$ cat config.mk
export PLATFORM = sky130hd
export DESIGN_NAME = msadc_integ_ctrl
export DESIGN_NICKNAME = d
export VERILOG_FILES = /design/src/rtl/msadc_pkg.sv /design/src/rtl/msadc_comp_sync.sv /design/src/rtl/msadc_integ_ctrl.sv
export SDC_FILE = /design/constraint.sdc
export NUM_CORES = 1
export LEC_CHECK = 0
export ABC_AREA = 1
export ABC_CLOCK_PERIOD_IN_PS = 5400
export CORE_MARGIN = 2
export CORE_UTILIZATION = 49
export DETAILED_ROUTE_END_ITERATION = 8
export HOLD_SLACK_MARGIN = 0.15
export PLACE_DENSITY = 0.7
export SYNTH_ARGS = -nofsm -noshare
export SYNTH_HDL_FRONTEND = slang
export SYNTH_SLANG_ARGS = --single-unit
$ cat constraint.sdc
create_clock -name clk1ms -period 5.4 [get_ports clk1ms]
set_clock_uncertainty 0.05 [all_clocks]
set_input_delay 0.81 -clock clk1ms [delete_from_list [all_inputs] [get_ports clk1ms]]
set_output_delay 0.81 -clock clk1ms [all_outputs]
set_load 0.05 [all_outputs]
$ cat src/rtl/msadc_pkg.sv
`default_nettype none
// +--------------------------------------------------------------------------+
// | Module   : msadc_pkg                                                     |
// | Purpose  : Shared types and default constants for the multi-slope ADC    |
// |            integrator controller: FSM state encoding, switch-drive       |
// |            bundle, default counter/result widths and reference weights.  |
// | Ports    : none (package)                                                |
// | Revision : 1.0 - initial release                                         |
// +--------------------------------------------------------------------------+
package msadc_pkg;

  // Controller states. FINE is only reachable in the fine-rundown build.
  typedef enum logic [2:0] {
    ST_IDLE    = 3'd0,
    ST_RUNUP   = 3'd1,
    ST_RUNDOWN = 3'd2,
    ST_FINE    = 3'd3,
    ST_DONE    = 3'd4
  } state_t;

  // Integrator switch drives, kept together so every update sets all four
  // at once and mutual exclusion follows from the constants below.
  typedef struct packed {
    logic ref_pos;
    logic ref_neg;
    logic fine_pos;
    logic fine_neg;
  } sw_t;

  localparam sw_t SW_OFF  = '{ref_pos: 1'b0, ref_neg: 1'b0, fine_pos: 1'b0, fine_neg: 1'b0};
  localparam sw_t SW_POS  = '{ref_pos: 1'b1, ref_neg: 1'b0, fine_pos: 1'b0, fine_neg: 1'b0};
  localparam sw_t SW_NEG  = '{ref_pos: 1'b0, ref_neg: 1'b1, fine_pos: 1'b0, fine_neg: 1'b0};
  localparam sw_t SW_FPOS = '{ref_pos: 1'b0, ref_neg: 1'b0, fine_pos: 1'b1, fine_neg: 1'b0};
  localparam sw_t SW_FNEG = '{ref_pos: 1'b0, ref_neg: 1'b0, fine_pos: 1'b0, fine_neg: 1'b1};

  localparam int DEF_CNT_W      = 16;
  localparam int DEF_RD_W       = 12;
  localparam int DEF_RD_MAX     = 4000;
  localparam int DEF_RES_W      = 32;
  localparam int DEF_RUNUP_W    = 64;
  localparam int DEF_FINE_RATIO = 16;

endpackage
`default_nettype wire

$ cat src/rtl/msadc_comp_sync.sv
`default_nettype none
// +--------------------------------------------------------------------------+
// | Module   : msadc_comp_sync                                               |
// | Purpose  : Two-flop synchronizer for the asynchronous comparator output. |
// | Ports    : clk1ms  in  system clock                                      |
// |            rst     in  synchronous reset, active-high (flops clear to 0) |
// |            comp    in  asynchronous comparator output                    |
// |            comp_s  out synchronized comparator, 2 clocks of latency      |
// | Revision : 1.0 - initial release                                         |
// +--------------------------------------------------------------------------+
module msadc_comp_sync (
  input  logic clk1ms,
  input  logic rst,
  input  logic comp,
  output logic comp_s
);

  logic r_meta;
  logic r_sync;

  always_ff @(posedge clk1ms) begin
    if (rst) begin
      r_meta <= 1'b0;
      r_sync <= 1'b0;
    end else begin
      r_meta <= comp;
      r_sync <= r_meta;
    end
  end

  assign comp_s = r_sync;

endmodule
`default_nettype wire

$ cat src/rtl/msadc_integ_ctrl.sv
`default_nettype none
// +--------------------------------------------------------------------------+
// | Module   : msadc_integ_ctrl                                              |
// | Purpose  : Multi-slope ADC integrator controller. Drives the reference   |
// |            switches during runup from the comparator, times the coarse   |
// |            (and optionally fine) rundown and emits one signed result per |
// |            conversion with a one-cycle valid strobe.                     |
// | Ports    : clk1ms        in  system clock                                |
// |            rst           in  synchronous reset, active-high              |
// |            start         in  1-cycle conversion start pulse              |
// |            runup         in  runup window                                |
// |            zero          in  integrator zeroing window (abort)           |
// |            comp          in  async comparator (1 = integrator positive)  |
// |            ref_pos/neg   out coarse reference switches (registered)      |
// |            fine_pos/neg  out fine reference switches (registered)        |
// |            result        out signed result, held until next valid        |
// |            result_valid  out 1-cycle strobe with result update           |
// |            overrange     out rundown reached RD_MAX this conversion      |
// |            aborted       out 1-cycle strobe on zero/start abort          |
// | Config   : MSADC_FINE_RUNDOWN_EN enables the fine rundown phase; when    |
// |            undefined, fine switches stay 0 and result is the coarse one. |
// | Revision : 1.0 - initial release                                         |
// +--------------------------------------------------------------------------+
module msadc_integ_ctrl
  import msadc_pkg::*;
#(
  parameter int CNT_W   = DEF_CNT_W,
  parameter int RD_W    = DEF_RD_W,
  parameter int RD_MAX  = DEF_RD_MAX,
  parameter int RUNUP_W = DEF_RUNUP_W,
  parameter int RES_W   = DEF_RES_W
`ifdef MSADC_FINE_RUNDOWN_EN
  ,
  parameter int FINE_RATIO = DEF_FINE_RATIO
`endif
) (
  input  logic                    clk1ms,
  input  logic                    rst,
  input  logic                    start,
  input  logic                    runup,
  input  logic                    zero,
  input  logic                    comp,
  output logic                    ref_pos,
  output logic                    ref_neg,
  output logic                    fine_pos,
  output logic                    fine_neg,
  output logic signed [RES_W-1:0] result,
  output logic                    result_valid,
  output logic                    overrange,
  output logic                    aborted
);

  localparam logic signed [RES_W-1:0] RUNUP_W_S = RES_W'(RUNUP_W);
`ifdef MSADC_FINE_RUNDOWN_EN
  localparam int                      FINE_W       = $clog2(FINE_RATIO);
  localparam logic signed [RES_W-1:0] FINE_RATIO_S = RES_W'(FINE_RATIO);
`endif

  logic w_comp_s;

  state_t                    r_state;
  sw_t                       r_sw;
  logic [CNT_W-1:0]          r_pos_cnt;
  logic [CNT_W-1:0]          r_neg_cnt;
  logic [RD_W-1:0]           r_rd_cnt;
  logic                      r_p;          // comparator polarity at end of runup
  logic                      r_seen_runup; // runup window has opened this conversion
  logic signed [RES_W-1:0]   r_result;
  logic                      r_result_valid;
  logic                      r_overrange;
  logic                      r_aborted;
`ifdef MSADC_FINE_RUNDOWN_EN
  logic [FINE_W-1:0]         r_fine_cnt;
`endif

  msadc_comp_sync u_comp_sync (
    .clk1ms (clk1ms),
    .rst    (rst),
    .comp   (comp),
    .comp_s (w_comp_s)
  );

  // Result datapath: counters are unsigned magnitudes, zero-extended into the
  // signed result width before any arithmetic so no term wraps.
  logic signed [RES_W-1:0] w_neg_ext;
  logic signed [RES_W-1:0] w_pos_ext;
  logic signed [RES_W-1:0] w_rd_ext;
  logic signed [RES_W-1:0] w_coarse;
  logic signed [RES_W-1:0] w_result;

  assign w_neg_ext = $signed({{(RES_W-CNT_W){1'b0}}, r_neg_cnt});
  assign w_pos_ext = $signed({{(RES_W-CNT_W){1'b0}}, r_pos_cnt});
  assign w_rd_ext  = $signed({{(RES_W-RD_W){1'b0}}, r_rd_cnt});
  assign w_coarse  = (w_neg_ext - w_pos_ext) * RUNUP_W_S + (r_p ? w_rd_ext : -w_rd_ext);

`ifdef MSADC_FINE_RUNDOWN_EN
  logic signed [RES_W-1:0] w_fine_ext;
  assign w_fine_ext = $signed({{(RES_W-FINE_W){1'b0}}, r_fine_cnt});
  // Fine reference runs opposite to the coarse rundown, hence the sign flip.
  assign w_result   = w_coarse * FINE_RATIO_S + (r_p ? -w_fine_ext : w_fine_ext);
`else
  assign w_result   = w_coarse;
`endif

  always_ff @(posedge clk1ms) begin
    if (rst) begin
      r_state        <= ST_IDLE;
      r_sw           <= SW_OFF;
      r_pos_cnt      <= '0;
      r_neg_cnt      <= '0;
      r_rd_cnt       <= '0;
      r_p            <= 1'b0;
      r_seen_runup   <= 1'b0;
      r_result       <= '0;
      r_result_valid <= 1'b0;
      r_overrange    <= 1'b0;
      r_aborted      <= 1'b0;
`ifdef MSADC_FINE_RUNDOWN_EN
      r_fine_cnt     <= '0;
`endif
    end else begin
      r_result_valid <= 1'b0;
      r_aborted      <= 1'b0;

      if (start) begin
        // A start outside IDLE kills the conversion in flight and restarts.
        r_aborted    <= (r_state != ST_IDLE);
        r_state      <= ST_RUNUP;
        r_sw         <= SW_OFF;
        r_pos_cnt    <= '0;
        r_neg_cnt    <= '0;
        r_rd_cnt     <= '0;
        r_seen_runup <= 1'b0;
        r_overrange  <= 1'b0;
`ifdef MSADC_FINE_RUNDOWN_EN
        r_fine_cnt   <= '0;
`endif
      end else begin
        case (r_state)
          ST_IDLE: begin
            r_sw <= SW_OFF;
          end

          ST_RUNUP: begin
            if (zero) begin
              r_sw      <= SW_OFF;
              r_aborted <= 1'b1;
              r_state   <= ST_IDLE;
            end else if (runup) begin
              r_seen_runup <= 1'b1;
              // Push the integrator back toward zero each clock.
              if (w_comp_s) begin
                r_sw <= SW_NEG;
                if (r_neg_cnt != '1) r_neg_cnt <= r_neg_cnt + CNT_W'(1);
              end else begin
                r_sw <= SW_POS;
                if (r_pos_cnt != '1) r_pos_cnt <= r_pos_cnt + CNT_W'(1);
              end
            end else begin
              r_sw <= SW_OFF;
              if (r_seen_runup) begin
                r_p     <= w_comp_s;
                r_state <= ST_RUNDOWN;
              end
            end
          end

          ST_RUNDOWN: begin
            if (zero) begin
              r_sw      <= SW_OFF;
              r_aborted <= 1'b1;
              r_state   <= ST_IDLE;
            end else if (w_comp_s != r_p) begin
              // Zero crossing takes priority over the timeout check.
              r_sw <= SW_OFF;
`ifdef MSADC_FINE_RUNDOWN_EN
              r_state <= ST_FINE;
`else
              r_state <= ST_DONE;
`endif
            end else if (r_rd_cnt == RD_W'(RD_MAX)) begin
              r_sw        <= SW_OFF;
              r_overrange <= 1'b1;
              r_state     <= ST_DONE;
            end else begin
              r_sw     <= r_p ? SW_NEG : SW_POS;
              r_rd_cnt <= r_rd_cnt + RD_W'(1);
            end
          end

`ifdef MSADC_FINE_RUNDOWN_EN
          ST_FINE: begin
            // Fine polarity q is the comparator after the crossing, i.e. !p.
            if (zero) begin
              r_sw      <= SW_OFF;
              r_aborted <= 1'b1;
              r_state   <= ST_IDLE;
            end else if (w_comp_s == r_p) begin
              r_sw    <= SW_OFF;
              r_state <= ST_DONE;
            end else if (r_fine_cnt == FINE_W'(FINE_RATIO - 1)) begin
              r_sw    <= SW_OFF;
              r_state <= ST_DONE;
            end else begin
              r_sw       <= r_p ? SW_FPOS : SW_FNEG;
              r_fine_cnt <= r_fine_cnt + FINE_W'(1);
            end
          end
`endif

          ST_DONE: begin
            // zero is ignored here; the finished conversion still reports.
            r_sw           <= SW_OFF;
            r_result       <= w_result;
            r_result_valid <= 1'b1;
            r_state        <= ST_IDLE;
          end

          default: begin
            r_sw    <= SW_OFF;
            r_state <= ST_IDLE;
          end
        endcase
      end
    end
  end

  assign ref_pos      = r_sw.ref_pos;
  assign ref_neg      = r_sw.ref_neg;
  assign fine_pos     = r_sw.fine_pos;
  assign fine_neg     = r_sw.fine_neg;
  assign result       = r_result;
  assign result_valid = r_result_valid;
  assign overrange    = r_overrange;
  assign aborted      = r_aborted;

endmodule
`default_nettype wire

==> impl_metrics.yaml, run 1 <==
run_status:
  status: "finished, final reports clean"
grt:
  grt_remaining_overflow: 0
  first_pass_grt_wire_length_mm: 29.3
  grt_max_degree: 58
  globalRouteTotalUtil: 0.244
  antenna_found_initial: 0
  first_global_vias: 6204
timing:
  timing.final.max_slew_violations: 0
  rsz_0062_raised_after_global_routing: "false"
  worst_slew_pin_slew_ns: 1.16
  report.final.hold_viol_count: 0
  tightest_hold_margin_ns: 0.357
  layout_worst_path_cycle_share: 0.676
  timing.slew.headroom: 0.224
  fin_tns_setup_ns: 0
  final-setup-viol-count: 0
  timing.fmax_ghz: 0.274
  finalWorstPathRequiredPeriod_ns: 3.65
logic_synthesis:
  synth_cell_types: 46
  synthFlopType: "dfxtp_1"
  avg_synthesized_cell_area_sq_um: 6.16
  synthesis.yosys.warnings: 0
  synth_sequential_area_ratio: 0.254
  synth.cell_area_sq_um: 6930
  count_of_state_elements_after_synthesis: 88
  synthArstFlopShare: 0
  synth_edf_count: 0
  syn_inst: 1125
final_layout:
  layout.cells.most_common: "nand2_1"
  post_route_cells_drive_above_1_share: 0.0415
  fillCellCount: 1434
  nets: 1205
  post-route-cell-area_sq_um: 7770
  final-instance-count-excl-fill: 1337
  antenna_cells: 0
  layout_common_cells: "312 x nand2_1, 171 x inv_1, 124 x nor2_1, 88 x dfxtp_1, 85 x a21oi_1"
  areaGrowthSynthToFinish_pct: 12.2
place:
  place_inst: 1321
  place.port_buffers: 42
  routabilityCongestion: 1.00
  dpl.hpwl_mm: 13.7
  place_area_sq_um: 7440
cts:
  cts_tree: "done"
  clock_latency_ns: 0.35
  cts.repair.resized: 0
  cts-buffers-inserted: 9
  hold_buffer_count_at_cts: 0
  clk_root_buffer_cell: "clkbuf_16"
  clock_sink_count: 88
  clk_transition_reported_paths_ns: 0.07
  cts.repair_timing.setup_buffer_count: 0
  clockBufferDepth: 2
  cts.htree.levels: 3
pwr:
  cellPowerDensity_nw_per_um2: 182
  vdd_ir_drop_max_mv: 0.185
  sequentialPowerShare: 0.462
  total_switching_power_w: 0.000330
  clock_power_share: 0.492
  internal_power_w: 0.00108
  combinationalPowerShare: 0.046
  leakage_nw: 3.53
  power.share.switching: 0.234
  post-layout-total-power_w: 0.00141
min_path:
  tightest_hold_check_type: "register to register"
worst_setup_path:
  worstSetupPathType: "register to register"
  worst_setup_path_end_kind: "register"
  data_arrival_critical_path_ns: 3.91
  critical_path_peak_fanout: 7
  worstSetupStartpointType: "register"
  critical_path_required_ns: 5.66
  reg2reg_slack_ns: 1.75
detailed_routing:
  routed_wirelength_normalized_by_instance_count_um: 13.3
  dr_total_vias: 6885
  initial_drc_count: 473
  drc: 0
  totalWireLength_mm: 17.8
  post_drt_via_cell_ratio: 5.15
  detail_route.first_pass.iterations: 6
  detail-route-antenna-nets: 0
flow_run:
  maxCapViolations: 0
die:
  core.rowCount: 43
  ios: 45
  core_sq_um: 13800
  die-area_sq_um: 15100
  dieWidth_um: 123
  die_h_um: 123
  floorplan.initialDensity: 0.501
-- worst max-delay path, stage by stage (launching register included) --
cell,delay (ns)
dfxtp_1,0.32
inv_1,0.18
nand2_1,0.07
nor3_1,0.22
nand4_1,0.17
nor3_2,0.43
inv_1,0.08
nor3_1,0.15
ha_1,0.25
nand2_1,0.06
o21ai_0,0.12
ha_1,0.39
nand2_1,0.13
nor2_1,0.21
nand2_1,0.08
nand2_1,0.15
a21oi_1,0.10
or2_2,0.28
nand2_1,0.08
nand2_1,0.05
inv_1,0.04
-- routing by layer --
metal / GRT usage / part of all wire / up-vias / wire length (um)
li1: - / - / 3637 / -
met2: 0.397 / 0.46 / 135 / 8140
met3: 0.0401 / 0.043 / 17 / 762
met1: 0.333 / 0.49 / 3096 / 8640
met4: 0.0690 / 0.015 / 0 / 259
met5: 0 / 0 / - / 0
-- power groups by stage --
stage,clock [W],sequential (W),combinational (W)
after floorplan,0,0.000669,0.0000452
after global placement,0,0.000667,0.0000642
after detailed placement,0,0.000667,0.0000644
after CTS,0.000705,0.000652,0.0000648
after global routing,0.000730,0.000652,0.0000716
final,0.000695,0.000652,0.0000645
-- cell type report --
type	instances	area (sq um)	share of cell area
Timing Repair Buffer	45	443	0.0570
Tap cell	180	225	0.0290
Clock inverter	7	103	0.0132
Multi-Input combinational cell	831	4350	0.560
Clock buffer	9	225	0.0290
Inverter	177	664	0.0855
Sequential cell	88	1760	0.227
-- worst paths after layout --
| kind | from | endpoint | cells past startpoint |
|---|---|---|---|
| min | u_comp_sync.r_meta$_SDFF_PP0_ | u_comp_sync.comp_s$_SDFF_PP0_ | 2 |
| max | r_rd_cnt[3]$_SDFFE_PP0P_ | result[18]$_SDFFE_PP0P_ | 20 |
| min reg2reg | u_comp_sync.r_meta$_SDFF_PP0_ | u_comp_sync.comp_s$_SDFF_PP0_ | 2 |
| max reg2reg | r_rd_cnt[3]$_SDFFE_PP0P_ | result[18]$_SDFFE_PP0P_ | 20 |
-- cells by family after synthesis --
group / after synthesis / share of synthesized area
and+or+nand+nor: 563 / 0.342
buffers and inverters: 207 / 0.119
AOI/OAI and AO/OA: 168 / 0.132
DFF: 88 / 0.254
xor gates and xnor gates: 51 / 0.0645
adders and majority gates: 47 / 0.0871
other: 1 / 0.000541
-- cells in the mapped netlist, types with 2 or more instances --
cell type | n | area, sq um
nand2_1 | 312 | 1170
xor2_1 | 41 | 359
nand2_2 | 6 | 37.5
o21bai_1 | 4 | 30.0
nor3_1 | 32 | 160
a31oi_1 | 8 | 50.1
nand3_1 | 51 | 255
and3_1 | 2 | 12.5
o31ai_1 | 2 | 15.0
o21a_1 | 2 | 15.0
nor2_1 | 124 | 465
nor4_1 | 2 | 12.5
clkbuf_1 | 14 | 52.6
nand3b_1 | 2 | 15.0
buf_4 | 3 | 22.5
o21ai_0 | 52 | 260
ha_1 | 45 | 563
a21oi_2 | 7 | 61.3
or2_2 | 2 | 12.5
buf_2 | 11 | 55.1
nand4_1 | 17 | 106
inv_2 | 5 | 18.8
o211ai_1 | 2 | 15.0
xnor2_1 | 10 | 87.6
nor3b_1 | 3 | 22.5
nor3_2 | 3 | 30.0
fa_1 | 2 | 40.0
inv_1 | 171 | 642
a21oi_1 | 85 | 425
and2_1 | 2 | 12.5
dfxtp_1 | 88 | 1760
-- state kept, by name, summed over array words and instances, names as in the netlist --
| name | cells |
|---|---|
| result | 32 |
| r_neg_cnt | 16 |
| r_pos_cnt | 16 |
| r_rd_cnt | 12 |
| r_state | 3 |
| aborted | 1 |
| overrange | 1 |
| r_p | 1 |
| r_seen_runup | 1 |
| ref_neg | 1 |
| ref_pos | 1 |
| result_valid | 1 |
| u_comp_sync.comp_s | 1 |
| u_comp_sync.r_meta | 1 |
-- stage by stage --
step                       util  setup WS, ns
after floorplan               -          2.33
after global placement    0.538          1.81
after detailed placement  0.538          1.82
after CTS                 0.562          1.78
after global routing      0.562          1.34
final                     0.562          1.75
Note: power is estimated with default switching activity, not from simulation.
==> inputs of run 2 (changes only) <==
--- a/config.mk
+++ b/config.mk
@@ -6,7 +6,7 @@
 export NUM_CORES = 1
 export LEC_CHECK = 0
 export ABC_AREA = 1
-export ABC_CLOCK_PERIOD_IN_PS = 5400
+export ABC_CLOCK_PERIOD_IN_PS = 3450
 export CORE_MARGIN = 2
 export CORE_UTILIZATION = 49
 export DETAILED_ROUTE_END_ITERATION = 8
==> constraint.sdc (replaced) <==
create_clock -name clk1ms -period 3.45 [get_ports clk1ms]
set_clock_uncertainty 0.05 [all_clocks]
set_input_delay 0.5175 -clock clk1ms [delete_from_list [all_inputs] [get_ports clk1ms]]
set_output_delay 0.5175 -clock clk1ms [all_outputs]
set_load 0.05 [all_outputs]
==> run 2 against run 1 <==
Compared with the run above: worst hold slack worse by 0.0021 ns; final cell count up 2.7%; highest routed layer unchanged; largest power group is now sequential cells; maximum frequency is 15% higher; wire length up 1.7%; first-iteration DRC count up 1.9%; sequential cell count is the same; combinational power grew 71%; clock power increased by 42%; sequential share of layout area fell by 0.96 points.
==> impl_metrics.yaml, run 2 (synthesis results as in run 1) <==
run_status:
  status: "finished, final reports clean"
timing:
  timing.final.max_slew_violations: 0
  finalWorstPathRequiredPeriod_ns: 3.18
  fin_tns_setup_ns: 0
  worst_slew_pin_slew_ns: 0.689
  timing.slew.headroom: 0.540
  timing.fmax_ghz: 0.315
  report.final.hold_viol_count: 0
  layout_worst_path_cycle_share: 0.921
  rsz_0062_raised_after_global_routing: "true"
  final-setup-viol-count: 0
  tightest_hold_margin_ns: 0.355
grt:
  first_global_vias: 6379
  antenna_found_initial: 0
  grt_max_degree: 50
  first_pass_grt_wire_length_mm: 29.7
  grt_remaining_overflow: 0
  globalRouteTotalUtil: 0.250
detailed_routing:
  detail_route.first_pass.iterations: 6
  drc: 0
  post_drt_via_cell_ratio: 5.10
  initial_drc_count: 482
  dr_total_vias: 7000
  routed_wirelength_normalized_by_instance_count_um: 13.2
  detail-route-antenna-nets: 0
  totalWireLength_mm: 18.1
worst_setup_path:
  worstSetupPathType: "register to register"
  worstSetupStartpointType: "register"
  timing.critical_path.max_delay_family: "simple AND/OR/NAND/NOR gates"
  critical_path_required_ns: 3.66
  critical_path_peak_fanout: 8
  timing.critical_path.buf_inv: 2
  data_arrival_critical_path_ns: 3.39
  crit_chain: "ha_2 -> fa_2 -> inv_1 -> nand3_1 -> nand2_2 -> nand4_1 -> o2111ai_1 -> a21oi_4 -> ha_2 -> nand2_1 -> nor2_1 -> nand2_1 -> nor2_1 -> nand2_1 -> nand4_1 -> nand3_1 -> nand2_1 -> inv_1"
  slowest_delay_ns: 0.47
  worst_setup_path_end_kind: "register"
  cpMostUsedCell: "nand2_1"
  critical_path.slowest_cell: "ha_2"
place:
  place_area_sq_um: 7700
  routabilityCongestion: 0.986
  place.port_buffers: 42
  dpl.hpwl_mm: 14.2
  place_inst: 1355
pwr:
  leakage_nw: 3.71
  combinationalPowerShare: 0.052
  internal_power_w: 0.00157
  total_switching_power_w: 0.000551
  sequentialPowerShare: 0.482
  cellPowerDensity_nw_per_um2: 261
  power.share.switching: 0.260
  clock_power_share: 0.466
  vdd_ir_drop_max_mv: 0.206
  post-layout-total-power_w: 0.00212
die:
  floorplan.initialDensity: 0.501
  ios: 45
  core.rowCount: 43
  core_sq_um: 13800
  dieWidth_um: 123
  die-area_sq_um: 15100
  die_h_um: 123
cts:
  cts.htree.levels: 3
  clock_latency_ns: 0.36
  clk_transition_reported_paths_ns: 0.07
  cts_tree: "done"
  hold_buffer_count_at_cts: 0
  cts-buffers-inserted: 9
  clk_root_buffer_cell: "clkbuf_16"
  clock_sink_count: 88
  clockBufferDepth: 2
flow_run:
  maxCapViolations: 0
final_layout:
  post_route_cells_drive_above_1_share: 0.0964
  areaGrowthSynthToFinish_pct: 17.2
  largest_register_ff_count: 32
  antenna_cells: 0
  nets: 1241
  final-instance-count-excl-fill: 1373
  layout.cells.most_common: "nand2_1"
  fillCellCount: 1345
  layout_common_cells: "305 x nand2_1, 171 x inv_1, 118 x nor2_1, 87 x dfxtp_1, 81 x a21oi_1"
  post-route-cell-area_sq_um: 8120
min_path:
  tightest_hold_check_type: "register to register"
[run 2: cell count changes in the layout (fill, tap and decap cells not counted), moves of 5 or more]
cell | previous run | this run
ha_1 | 45 | 39
nor2_2 | 1 | 7
nor2_1 | 124 | 118
o21ai_0 | 52 | 47
nand2_2 | 6 | 12
nand2_1 | 312 | 305
buf_4 | 3 | 39
ha_2 | 0 | 6
[run 2: final timing paths]
kind / start / endpoint / slack, ns / cells past startpoint
hold reg to reg: u_comp_sync.r_meta$_SDFF_PP0_ / u_comp_sync.comp_s$_SDFF_PP0_ / 0.36 / 2
setup reg to reg: r_pos_cnt[0]$_SDFFE_PP0P_ / result[29]$_SDFFE_PP0P_ / 0.27 / 18
setup / recovery: r_pos_cnt[0]$_SDFFE_PP0P_ / result[29]$_SDFFE_PP0P_ / 0.27 / 18
hold / removal: u_comp_sync.r_meta$_SDFF_PP0_ / u_comp_sync.comp_s$_SDFF_PP0_ / 0.36 / 2
[run 2: worst reg2reg max path: stages (launching register included)]
cell and delay, ns:
dfxtp_1 0.36, ha_2 0.22, fa_2 0.35, inv_1 0.06, nand3_1 0.07, nand2_2 0.11, nand4_1 0.08, o2111ai_1 0.19
a21oi_4 0.17, ha_2 0.47, nand2_1 0.14, nor2_1 0.19, nand2_1 0.10, nor2_1 0.10, nand2_1 0.07, nand4_1 0.10
nand3_1 0.12, nand2_1 0.09, inv_1 0.04
[run 2: per-stage QoR]
stage | setup WS [ns] | util
after floorplan | 0.384 | -
after global placement | 0.0149 | 0.557
after detailed placement | 0.0296 | 0.557
after CTS | 0.00335 | 0.579
after global routing | -0.0230 | 0.587
final | 0.271 | 0.587
[run 2: repair_timing]
action | 4_1_cts | 5_1_grt
endpoints found under the setup margin | 1 | 18
pin swaps | 0 | 6
setup buffers | 0 | 2
gates cloned | 0 | 0
gates resized for setup | 1 | 38
[run 2: cell type report]
| type | instances | area, sq um | share of cell area |
|---|---|---|---|
| Timing Repair Buffer | 81 | 713 | 0.0878 |
| Sequential cell | 88 | 1760 | 0.217 |
| Inverter | 177 | 664 | 0.0818 |
| Tap cell | 180 | 225 | 0.0277 |
| Clock inverter | 7 | 77.6 | 0.00955 |
| Clock buffer | 9 | 225 | 0.0277 |
| Multi-Input combinational cell | 831 | 4450 | 0.548 |
[run 2: power groups by stage]
stage / sequential (W) / combinational, W / clock [W]
floorplan: 0.00105 / 0.0000707 / 0
global placement: 0.00104 / 0.000105 / 0
detailed placement: 0.00104 / 0.000106 / 0
CTS: 0.00102 / 0.000106 / 0.00101
global route: 0.00102 / 0.000122 / 0.00105
finish: 0.00102 / 0.000110 / 0.000988
[run 2: routing by layer]
metal | track usage | part of all wire | up-vias
met3 | 0.0415 | 0.042 | 25
met1 | 0.332 | 0.48 | 3148
met4 | 0.0761 | 0.017 | 0
met2 | 0.414 | 0.46 | 124
li1 | - | - | 3703
met5 | 0 | 0 | -
